==> src/rtl/ooo_pkg.sv <==
// ooo_pkg: definitions shared by the out-of-order issue logic.
//   NUM_ENTRIES  - number of issue-queue entries that are arbitrated
//   NUM_FU       - number of functional units
//   IDX_W        - width of an entry index, matching the 6-bit grant_index port
//   FU_INVALID   - unit code that marks an entry as having no legal target
//   FUx_LAT_DEF  - default occupancy of each functional unit, in cycles
package ooo_pkg;

    localparam int NUM_ENTRIES = 64;
    localparam int NUM_FU      = 3;
    localparam int IDX_W       = 6;

    typedef logic [1:0] fu_id_t;

    localparam fu_id_t FU_INVALID = 2'b11;

    localparam int FU0_LAT_DEF = 1;
    localparam int FU1_LAT_DEF = 1;
    localparam int FU2_LAT_DEF = 3;

endpackage

==> src/rtl/rr_priority_picker.sv <==
// rr_priority_picker: combinational wrap-around find-first.
// Returns the lowest set bit of 'eligible' whose position is at or above
// 'ptr'; if there is none, the lowest set bit overall (the wrap).
//   eligible - candidate vector, one bit per entry
//   ptr      - round-robin start position
//   found    - at least one candidate exists
//   index    - selected position (0 when found is low)
module rr_priority_picker #(
    parameter int N = 64,
    parameter int W = 6
) (
    input  logic [N-1:0] eligible,
    input  logic [W-1:0] ptr,
    output logic         found,
    output logic [W-1:0] index
);

    logic [N-1:0] at_or_above;
    logic [N-1:0] upper;

    generate
        for (genvar gi = 0; gi < N; gi++) begin : g_mask
            assign at_or_above[gi] = (W'(gi) >= ptr);
        end
    endgenerate

    assign upper = eligible & at_or_above;

    // First loop finds the lowest candidate anywhere (the wrapped choice);
    // the second overrides it with the lowest candidate at/above ptr.
    always_comb begin
        found = 1'b0;
        index = '0;
        for (int i = N - 1; i >= 0; i--) begin
            if (eligible[i]) begin
                found = 1'b1;
                index = W'(i);
            end
        end
        for (int i = N - 1; i >= 0; i--) begin
            if (upper[i]) begin
                index = W'(i);
            end
        end
    end

endmodule

==> src/rtl/fu_issue_scheduler.sv <==
// fu_issue_scheduler: picks one ready issue-queue entry per cycle,
// round-robin, whose target functional unit is free, and presents it as a
// registered grant held until accepted.
//   clk         - clock, rising edge
//   reset       - asynchronous active-high reset
//   req_ready   - per entry: valid with both sources ready
//   req_fu      - per entry 2-bit target unit, entry i in [2i+1:2i]
//   grant_ready - consumer accepts the presented grant
//   flush       - drop the pending grant, no fire, no new selection
//   grant_valid - a grant is presented
//   grant_index - granted entry
//   grant_fu    - granted unit
//   fu_busy     - per unit: occupancy counter nonzero
module fu_issue_scheduler #(
    parameter int NUM_ENTRIES = ooo_pkg::NUM_ENTRIES,
    parameter int NUM_FU      = ooo_pkg::NUM_FU,
    parameter int FU0_LAT     = ooo_pkg::FU0_LAT_DEF,
    parameter int FU1_LAT     = ooo_pkg::FU1_LAT_DEF,
    parameter int FU2_LAT     = ooo_pkg::FU2_LAT_DEF
) (
    input  logic                     clk,
    input  logic                     reset,
    input  logic [NUM_ENTRIES-1:0]   req_ready,
    input  logic [2*NUM_ENTRIES-1:0] req_fu,
    input  logic                     grant_ready,
    input  logic                     flush,
    output logic                     grant_valid,
    output logic [5:0]               grant_index,
    output logic [1:0]               grant_fu,
    output logic [NUM_FU-1:0]        fu_busy
);

    import ooo_pkg::*;

    localparam int LAT [3] = '{FU0_LAT, FU1_LAT, FU2_LAT};

    logic                   grant_valid_reg;
    logic [IDX_W-1:0]       grant_index_reg;
    fu_id_t                 grant_fu_reg;
    logic [IDX_W-1:0]       rr_ptr_reg;

    logic                   fire;
    logic                   load_slot;
    logic [3:0]             fu_avail;
    logic [NUM_ENTRIES-1:0] eligible;
    logic                   pick_found;
    logic [IDX_W-1:0]       pick_index;
    fu_id_t                 pick_fu;
    logic [IDX_W-1:0]       ptr_next;

    // A flush cancels the handshake even if the consumer is ready.
    assign fire      = grant_valid_reg && grant_ready && !flush;
    assign load_slot = !flush && (!grant_valid_reg || fire);

    // Per-unit occupancy counters and availability. A unit with a pending
    // unaccepted grant is held; a unit being fired this cycle is free again
    // only when its occupancy is a single cycle.
    generate
        for (genvar gi = 0; gi < 4; gi++) begin : g_fu
            if (gi < NUM_FU) begin : g_real
                logic [2:0] cnt_reg;

                always_ff @(posedge clk or posedge reset) begin
                    if (reset) begin
                        cnt_reg <= 3'd0;
                    end else if (fire && grant_fu_reg == 2'(gi)) begin
                        cnt_reg <= 3'(LAT[gi] - 1);
                    end else if (cnt_reg != 3'd0) begin
                        cnt_reg <= cnt_reg - 3'd1;
                    end
                end

                assign fu_busy[gi]  = (cnt_reg != 3'd0);
                assign fu_avail[gi] = (cnt_reg == 3'd0) &&
                                      !(grant_valid_reg && grant_fu_reg == 2'(gi) &&
                                        !(fire && LAT[gi] == 1));
            end else begin : g_none
                assign fu_avail[gi] = 1'b0;
            end
        end
    endgenerate

    // Entry eligibility; the presented entry is excluded so a pending or
    // firing grant is never issued twice.
    generate
        for (genvar gi = 0; gi < NUM_ENTRIES; gi++) begin : g_elig
            fu_id_t code;
            assign code         = req_fu[2*gi +: 2];
            assign eligible[gi] = req_ready[gi] && (code != FU_INVALID) && fu_avail[code] &&
                                  !(grant_valid_reg && grant_index_reg == IDX_W'(gi));
        end
    endgenerate

    rr_priority_picker #(
        .N (NUM_ENTRIES),
        .W (IDX_W)
    ) u_picker (
        .eligible (eligible),
        .ptr      (rr_ptr_reg),
        .found    (pick_found),
        .index    (pick_index)
    );

    assign pick_fu  = req_fu[2*pick_index +: 2];
    assign ptr_next = (pick_index == IDX_W'(NUM_ENTRIES - 1)) ? '0 : pick_index + 1'b1;

    always_ff @(posedge clk or posedge reset) begin
        if (reset) begin
            grant_valid_reg <= 1'b0;
            grant_index_reg <= '0;
            grant_fu_reg    <= '0;
            rr_ptr_reg      <= '0;
        end else if (flush) begin
            grant_valid_reg <= 1'b0;
        end else if (load_slot) begin
            grant_valid_reg <= pick_found;
            if (pick_found) begin
                grant_index_reg <= pick_index;
                grant_fu_reg    <= pick_fu;
                rr_ptr_reg      <= ptr_next;
            end
        end
    end

    assign grant_valid = grant_valid_reg;
    assign grant_index = grant_index_reg;
    assign grant_fu    = grant_fu_reg;

endmodule

==> config.mk <==
export PLATFORM = sky130hd
export DESIGN_NAME = fu_issue_scheduler
export DESIGN_NICKNAME = d
export VERILOG_FILES = /design/src/rtl/ooo_pkg.sv /design/src/rtl/rr_priority_picker.sv /design/src/rtl/fu_issue_scheduler.sv
export SDC_FILE = /design/constraint.sdc
export NUM_CORES = 1
export LEC_CHECK = 0
export BUFFER_PORTS_ARGS = -buffer_cell sky130_fd_sc_hd__buf_2
export CORE_ASPECT_RATIO = 0.5
export CORE_MARGIN = 2
export CORE_UTILIZATION = 56
export DETAILED_ROUTE_END_ITERATION = 6
export PLACE_DENSITY = 0.82
export SETUP_SLACK_MARGIN = 0.4
export SYNTH_ARGS = -nofsm -noshare
export SYNTH_HDL_FRONTEND = slang
export SYNTH_SLANG_ARGS = --single-unit
==> constraint.sdc <==
create_clock -name clk -period 5.2 [get_ports clk]
set_clock_uncertainty 0.15 [all_clocks]
set_input_delay 1.3 -clock clk [delete_from_list [all_inputs] [get_ports clk]]
set_output_delay 1.3 -clock clk [all_outputs]
set_load 0.01 [all_outputs]
==> results of run 1 <==
[per-layer routing]
| layer | GRT overflow | global-route usage [%] |
|---|---|---|
| met1 | 52 | 93.3 |
| met2 | 161 | 99.7 |
| met3 | 52 | 91.7 |
| met4 | 95 | 93.7 |
| met5 | 10 | 82.7 |
[cell families after synthesis]
kind of cell | Yosys count | share of synthesized area (%)
xor+xnor | 9 | 0.946
fa+ha+maj | 8 | 1.17
simple gates | 496 | 31.0
buf+inv | 127 | 6.89
compound gates | 530 | 45.2
mux | 60 | 7.60
flops | 24 | 7.21
[stage by stage]
stage               instance area, um^2  hold slack, ns  util [%]  worst slack (ns)  instances
global placement                  11600           0.356      79.8            -0.658       1872
floorplan                          8370           0.338         -            -0.125       1254
detailed placement                11600           0.367      79.8            -0.753       1872
CTS                               12200           0.390      84.1            -0.326       1896
[timing repair]
action	CTS
buffers inserted	15
pin swaps	28
gates resized for setup	58
cloned	5
endpoints found under the setup margin	14
==> run_results.csv, run 1 <==
group,metric,value,unit
global_routing,overflow,370,
logic_synthesis,synth_cell_type_count,93,
global_routing,grt_max_degree,46,
floorplan,io_pins,208,
clock_network,cts_buffer_depth,2,
logic_synthesis,syn_nets,1457,
logic_synthesis,synthFlopType,"dfrtp_1",
logic_synthesis,yosys_register_bits,24,
logic_synthesis,synth_edf_count,0,
logic_synthesis,yosysWarnings,0,
logic_synthesis,syn_area_per_cell,6.65,um^2
logic_synthesis,yosys.area.top_type,"o21ai_0",
floorplan,die_x,177,um
clock_network,cts.sinks,24,
logic_synthesis,yosysMostFrequentCell,"o21ai_0",
clock_network,cts_made_buffers,3,
logic_synthesis,ys_top_cells_by_area,"o21ai_0, dfrtp_1, nand2_1, mux2i_1, nor2_1",
clock_network,ctsHoldBuffers,0,
clock_network,htree_levels,1,
floorplan,die_h,90.3,um
logic_synthesis,synth-async-reset-ratio,100,%
floorplan,rows,31,
logic_synthesis,seq_area_frac_synth,7.21,%
placed_design,numPortBuffers,207,
logic_synthesis,synth_top_area_share,9.19,%
outcome,error,"[ERROR GRT-0232] Routing congestion too high. Check the congestion heatmap in the GUI.",
logic_synthesis,synth.cell_area,8330,um^2
placed_design,gp_congestion,1.41,
logic_synthesis,netlist_instances,1254,
outcome,outcome.stop_stage,"global routing",
floorplan,initial_core_util,57.5,%
placed_design,dpl.hpwl,39500,um
clock_network,root_buffer,"clkbuf_16",
logic_synthesis,synth_common_cells,"o21ai_0, nand2_1, nor2_1",
global_routing,grt_use_total,94.5,%
outcome,status,"aborted with a tool error",
==> run 2, diff against run 1 <==
--- a/config.mk
+++ b/config.mk
@@ -6,12 +6,10 @@
 export NUM_CORES = 1
 export LEC_CHECK = 0
 export BUFFER_PORTS_ARGS = -buffer_cell sky130_fd_sc_hd__buf_2
-export CORE_ASPECT_RATIO = 0.5
 export CORE_MARGIN = 2
-export CORE_UTILIZATION = 56
+export CORE_UTILIZATION = 40
 export DETAILED_ROUTE_END_ITERATION = 6
-export PLACE_DENSITY = 0.82
-export SETUP_SLACK_MARGIN = 0.4
+export PLACE_DENSITY_LB_ADDON = 0.15
 export SYNTH_ARGS = -nofsm -noshare
 export SYNTH_HDL_FRONTEND = slang
 export SYNTH_SLANG_ARGS = --single-unit
==> run 2 against run 1 <==
The flow now finishes, with violations (design-rule violations, negative setup slack). Synthesized cell count unchanged. Area after synthesis did not move.
==> run_results.csv, run 2 <==
group,metric,value,unit
routing,post_drt_wl_per_cell,27.0,um
power_and_ir_drop,powerDensity,686,nW/um^2
cells_and_area,nets,1997,
cells_and_area,syn_to_final_growth,61.9,%
cells_and_area,final_cells,2065,
placed_design,dpl.hpwl,44700,um
power_and_ir_drop,peakVddDrop,395,uV
logic_synthesis,synth_common_cells,"o21ai_0, nand2_1, nor2_1",
setup_path,cp_max_fo,6,
logic_synthesis,syn_nets,1457,
clock_network,cts.sinks,24,
clock_network,cts_tree,"done",
placed_design,gp_congestion,1.14,
global_routing,grt_pass1_wl,79900,um
setup_path,regToRegSetupSlack,-0.23,ns
hold_path,hold_path_class,"reg -> reg",
cells_and_area,final_cell_mix,"buf_4, buf_2, nand2_1",
clock_network,clock_latency,0.28,ns
logic_synthesis,synth_edf_count,0,
global_routing,grt_use_total,48.4,%
routing,vias_per_cell,6.84,
setup_path,critical_path_arrival,5.75,ns
logic_synthesis,ys_top_cells_by_area,"o21ai_0, dfrtp_1, nand2_1, mux2i_1, nor2_1",
logic_synthesis,yosysWarnings,0,
logic_synthesis,synth-async-reset-ratio,100,%
setup_path,cp-end-kind,"register",
sta,finalSetupViolations,5,
sta,fmax,174,MHz
power_and_ir_drop,power_leakage,6.03,nW
cells_and_area,multiInputGateArea,7890,um^2
cells_and_area,final_area,13500,um^2
sta,rsz0062_at_grt,"yes",
setup_path,worst-setup-path-type,"in -> reg",
cells_and_area,final-seq-area,601,um^2
routing,routed_wl,55800,um
sta,hold_violations,0,
clock_network,ctsHoldBuffers,0,
sta,finalMaxSlewViolations,0,
clock_network,htree_levels,1,
setup_path,crit_path_start,"grant_ready",
sta,fin_tns_setup,-1.72,ns
cells_and_area,final_common_cell,"buf_4",
sta,tightestPinTransition,1.09,ns
placed_design,dpl-instance-area,12300,um^2
global_routing,grt_max_degree,34,
routing,vias,14122,
outcome,status,"complete, but fails checks",
logic_synthesis,synth.cell_area,8330,um^2
floorplan,coreArea,20400,um^2
floorplan,rows,52,
sta,hold_slack,0.392,ns
global_routing,grt_pass1_vias,13139,
clock_network,cts_buffer_depth,2,
outcome,violations,"design-rule violations, negative setup slack",
routing,drcViolationCount,2,
logic_synthesis,yosysMostFrequentCell,"o21ai_0",
sta,fin_crit_sh,111,%
clock_network,root_buffer,"clkbuf_16",
routing,drt-initial-drc-count,1960,
logic_synthesis,synth_top_area_share,9.19,%
logic_synthesis,synthFlopType,"dfrtp_1",
cells_and_area,n_fill_cell,1873,
placed_design,dp_cells,2027,
routing,antenna_left,0,
job,drv_cap,0,
floorplan,initial_core_util,40.9,%
sta,min_period,5.76,ns
logic_synthesis,netlist_instances,1254,
routing,drt-pass1-iter-count,7,
setup_path,timing.rr.end,"grant_fu[0]",
setup_path,start_kind,"primary input",
global_routing,overflow,0,
logic_synthesis,synth_cell_type_count,93,
logic_synthesis,syn_area_per_cell,6.65,um^2
floorplan,die_x,148,um
floorplan,io_pins,208,
placed_design,numPortBuffers,207,
floorplan,die-area,22000,um^2
setup_path,rr_worst_depth,22,
setup_path,rr_startpoint,"g_fu[2].g_real.cnt_reg[1]",
logic_synthesis,seq_area_frac_synth,7.21,%
setup_path,worstSetupEndpoint,"grant_fu[0]",
setup_path,required,5.19,ns
clock_network,cts_made_buffers,3,
cells_and_area,drive_above_1_share,43.3,%
sta,layout_setup_ws,-0.556,ns
clock_network,clkTransAtPathRegs,0.08,ns
floorplan,die_h,148,um
logic_synthesis,yosys.area.top_type,"o21ai_0",
global_routing,antenna_found_initial,2,
cells_and_area,largest_reg_flops,9,
logic_synthesis,yosys_register_bits,24,
sta,slew_headroom,27.0,%
run 2: cell counts after synthesis:
Identical to the previous run, type by type.
run 2: cell type report:
cell class	instances	share of cell area (%)
Antenna cell	2	0.0371
Timing Repair Buffer	623	32.6
Clock buffer	3	0.557
Clock inverter	1	0.223
Multi-Input combinational cell	1103	58.5
Sequential cell	24	4.45
Inverter	39	1.10
Tap cell	270	2.50
run 2: through the flow:
step	utilization [%]	setup WS (ns)	total power [mW]
after floorplan	-	-0.125	4.20
after CTS	63.5	-0.465	8.39
after detailed placement	60.2	-1.07	7.58
after global routing	66.2	-0.586	9.53
after global placement	60.2	-0.957	7.50
final	66.2	-0.556	9.25
run 2: how the worst min path moves through the flow:
stage / slack (ns) / end / cells past startpoint / startpoint
2_1_floorplan: 0.34 / g_fu[2].g_real.cnt_reg[1] / 2 / g_fu[2].g_real.cnt_reg[1]
3_3_place_gp: 0.36 / g_fu[2].g_real.cnt_reg[1] / 2 / g_fu[2].g_real.cnt_reg[1]
3_5_place_dp: 0.39 / g_fu[2].g_real.cnt_reg[1] / 2 / g_fu[2].g_real.cnt_reg[1]
4_1_cts: 0.41 / rr_ptr_reg[2] / 2 / rr_ptr_reg[2]
5_1_grt: 0.45 / rr_ptr_reg[2] / 2 / rr_ptr_reg[2]
6_report: 0.39 / rr_ptr_reg[2] / 2 / rr_ptr_reg[2]
run 2: worst max-delay path, cell delays in order:
cell,delay [ns]
buf_6,0.09
buf_4,0.12
nand2b_1,0.14
buf_4,0.17
buf_4,0.16
a311oi_2,0.10
buf_4,0.18
o311ai_2,0.26
buf_4,0.19
o2111ai_2,0.12
o32ai_2,0.37
or4_4,0.25
o21bai_4,0.15
o31ai_4,0.09
buf_4,0.14
nor3_4,0.26
nor2_4,0.09
inv_4,0.09
buf_12,0.16
mux2i_4,0.26
mux2i_1,0.09
mux4_2,0.54
o2111ai_2,0.26
o311ai_2,0.16
run 2: kinds of logic (layout without fill, tap and decap cells):
kind of cell	Yosys count	after routing	share of synthesized area, %
xor gates and xnor gates	9	9	0.946
buffers and inverters	127	666	6.89
muxes	60	60	7.60
adders and majority gates	8	8	1.17
DFF	24	24	7.21
other	0	2	0
AOI/OAI and AO/OA	530	530	45.2
and+or+nand+nor	496	496	31.0
run 2: metal layers:
metal | GRT usage [%] | up-vias | part of all wire (%)
met1 | 59.8 | 6494 | 36
li1 | - | 6047 | -
met4 | 31.7 | 4 | 8.9
met3 | 13.2 | 300 | 14
met2 | 73.8 | 1277 | 41
met5 | 0 | - | 0.057
run 2: repair_timing:
item,4_1_cts,5_1_grt
endpoints found under the hold margin,0,0
pin swaps,18,64
setup buffers,21,15
gates resized for setup,72,125
gates cloned,2,1
endpoints found under the setup margin,10,14
run 2: power breakdown:
part / switching, mW / internal, mW / leakage (nW) / total, mW
clock: 0.0877 / 0.154 / 0.0511 / 0.242
sequential: 0.118 / 0.278 / 0.291 / 0.396
combinational: 4.84 / 3.77 / 5.69 / 8.61
total: 5.05 / 4.20 / 6.03 / 9.25
(Power assumes the default switching activity.)
==> run 3, diff against run 2 <==
--- a/config.mk
+++ b/config.mk
@@ -9,7 +9,6 @@
 export CORE_MARGIN = 2
 export CORE_UTILIZATION = 40
 export DETAILED_ROUTE_END_ITERATION = 6
-export PLACE_DENSITY_LB_ADDON = 0.15
 export SYNTH_ARGS = -nofsm -noshare
 export SYNTH_HDL_FRONTEND = slang
 export SYNTH_SLANG_ARGS = --single-unit
==> run 3 against run 2 <==
The flow still finishes with violations (design-rule violations, negative setup slack). Worst hold slack improved by 0.019 ns. Cell count is 0.19% higher. Non-clock buffer count rose by 5. Sequential power rose by 2%. Final area down 1.8%. Maximum frequency rose by 2.4%. Worst setup slack improved by 0.14 ns. Register-to-register slack gained 0.05 ns. Via count up 0.67%. Wire length up 0.26%. Largest power group unchanged.
==> run_results.csv, run 3 (synthesis gave the netlist of run 2 again) <==
group,metric,value,unit
cells_and_area,fin_util,65.0,%
outcome,status,"complete, but fails checks",
global_routing,antenna_found_initial,0,
global_routing,grt_max_degree,46,
global_routing,grt_pass1_wl,80100,um
routing,drcViolationCount,10,
clock_network,ctsHoldBuffers,0,
setup_path,cp_max_fo,8,
setup_path,cp-end-kind,"register",
clock_network,cts.sinks,24,
floorplan,initial_core_util,40.9,%
routing,post_drt_wl_per_cell,27.0,um
setup_path,worst-setup-path-type,"in -> reg",
cells_and_area,drive_above_1_share,41.7,%
power_and_ir_drop,power_leakage,6.00,nW
placed_design,numPortBuffers,207,
routing,routed_wl,55900,um
routing,vias_per_cell,6.87,
power_and_ir_drop,p_comb_share,92.6,%
cells_and_area,final_cell_mix,"buf_4, buf_2, nand2_1",
power_and_ir_drop,peakVddDrop,476,uV
sta,hold_violations,0,
placed_design,gp_congestion,1.13,
sta,fin_crit_sh,108,%
cells_and_area,n_fill_cell,1877,
power_and_ir_drop,sequentialPowerShare,4.6,%
sta,slew_headroom,21.9,%
clock_network,cts_tree,"done",
sta,fmax,178,MHz
setup_path,critical_path_arrival,5.63,ns
floorplan,die_h,148,um
power_and_ir_drop,switching_share,54.7,%
power_and_ir_drop,powerDensity,664,nW/um^2
clock_network,root_buffer,"clkbuf_16",
placed_design,dpl.hpwl,45700,um
sta,rsz0062_at_grt,"yes",
power_and_ir_drop,p_switching,4.81,mW
clock_network,htree_levels,1,
floorplan,coreArea,20400,um^2
job,drv_cap,0,
hold_path,hold_path_class,"reg -> reg",
floorplan,die-area,22000,um^2
routing,drt-pass1-iter-count,7,
clock_network,cts_buffer_depth,2,
cells_and_area,final_common_cell,"buf_4",
floorplan,rows,52,
cells_and_area,largest_reg_flops,9,
sta,finalMaxSlewViolations,0,
clock_network,cts_made_buffers,3,
global_routing,grt_pass1_vias,12969,
setup_path,crit_chain,"buf_2 -> nor2b_4 -> o31ai_4 -> buf_6 -> clkbuf_16 -> buf_4 -> mux2i_1 -> o211ai_1 -> buf_4 -> o21ai_0 -> a21oi_1 -> buf_4 -> o41ai_2 -> buf_4 -> nand4_1 -> a311o_1 -> a31oi_4 -> buf_6 -> buf_4 -> buf_6 -> mux2i_1 -> mux4_2 -> o2111ai_2 -> o311ai_1",
floorplan,io_pins,208,
floorplan,die_x,148,um
sta,min_period,5.62,ns
sta,fin_tns_setup,-0.851,ns
cells_and_area,nets,2002,
setup_path,critPathTopFamily,"buffers and inverters",
sta,finalSetupViolations,3,
sta,tightestPinTransition,1.17,ns
global_routing,overflow,0,
cells_and_area,syn_to_final_growth,58.9,%
setup_path,slowest_stage,"mux4_2",
routing,vias,14217,
global_routing,grt_use_total,48.4,%
outcome,violations,"design-rule violations, negative setup slack",
setup_path,crit_buf_inv,10,
setup_path,start_kind,"primary input",
routing,antenna_left,0,
sta,hold_slack,0.411,ns
power_and_ir_drop,pwr-share-clk,2.8,%
routing,drt-initial-drc-count,2298,
clock_network,clock_latency,0.28,ns
clock_network,clkTransAtPathRegs,0.08,ns
sta,layout_setup_ws,-0.420,ns
setup_path,max_stage_delay,0.52,ns
setup_path,required,5.21,ns
power_and_ir_drop,p_int,3.98,mW
setup_path,worst_path_most_repeated_cell,"buf_4",
## run 3: changes by cell type in the layout (fill, tap and decap cells not counted), moves of 5 or more
cell       before  now
o2111ai_2      16   11
mux2i_1        45   51
o2111ai_1      14   20
buf_4         388  401
buf_6          15   10
o21ai_0       125  131
## run 3: what timing repair did
action	CTS	global route
resized for setup	55	89
pin swaps	14	32
setup endpoints to repair	7	7
buffers inserted	9	11
cloned	0	2
## run 3: power groups by stage
stage / clock network [mW] / logic [mW] / registers, mW
finish: 0.247 / 8.14 / 0.405
global route: 0.249 / 8.45 / 0.413
CTS: 0.241 / 7.35 / 0.393
detailed placement: 0 / 7.09 / 0.395
global placement: 0 / 7.04 / 0.390
floorplan: 0 / 3.86 / 0.343
## run 3: cell type report
class / count / area, um^2 / area share, %
multi-input cells: 1103 / 7670 / 57.9
repair buffers: 628 / 4380 / 33.1
flip-flops and latches: 24 / 601 / 4.53
well taps: 270 / 338 / 2.55
inverters: 39 / 149 / 1.12
clock buffers: 3 / 75.1 / 0.567
clock inverters: 1 / 30.0 / 0.227
diodes: 1 / 2.50 / 0.0189
## run 3: metrics by stage
step | setup WS [ns] | cells | area, um^2 | power, mW
after floorplan | -0.125 | 1254 | 8360 | 4.20
after global placement | -1.06 | 2042 | 12400 | 7.43
after detailed placement | -1.08 | 2042 | 12400 | 7.48
after CTS | -0.274 | 2055 | 12800 | 7.98
after global routing | -0.594 | 2068 | 13200 | 9.11
final | -0.420 | 2069 | 13200 | 8.79
## run 3: final timing paths
check                                          startpoint                   endpoint  slack [ns]  cells after the start
worst max-delay path                                flush                grant_fu[0]       -0.42                     24
worst min-delay path            g_fu[0].g_real.cnt_reg[1]  g_fu[0].g_real.cnt_reg[1]        0.41                      2
worst max register to register  g_fu[1].g_real.cnt_reg[1]                grant_fu[0]       -0.18                     24
worst min register to register  g_fu[0].g_real.cnt_reg[1]  g_fu[0].g_real.cnt_reg[1]        0.41                      2
max in group asynchronous                           reset              rr_ptr_reg[2]        3.03                      2
min in group asynchronous                           reset  g_fu[0].g_real.cnt_reg[1]        1.17                      2
## run 3: layer usage
metal / vias to the layer above / track usage, % / wire [um]
li1: 6050 / - / -
met1: 6451 / 62.9 / 20600
met2: 1393 / 73.6 / 22900
met3: 323 / 11.0 / 7890
met4: 0 / 28.0 / 4600
met5: - / 0 / 0
## run 3: worst min-delay path: stages (launching register included)
cell and delay, ns:
dfrtp_1 0.38, nor2_1 0.10, a211oi_1 0.05
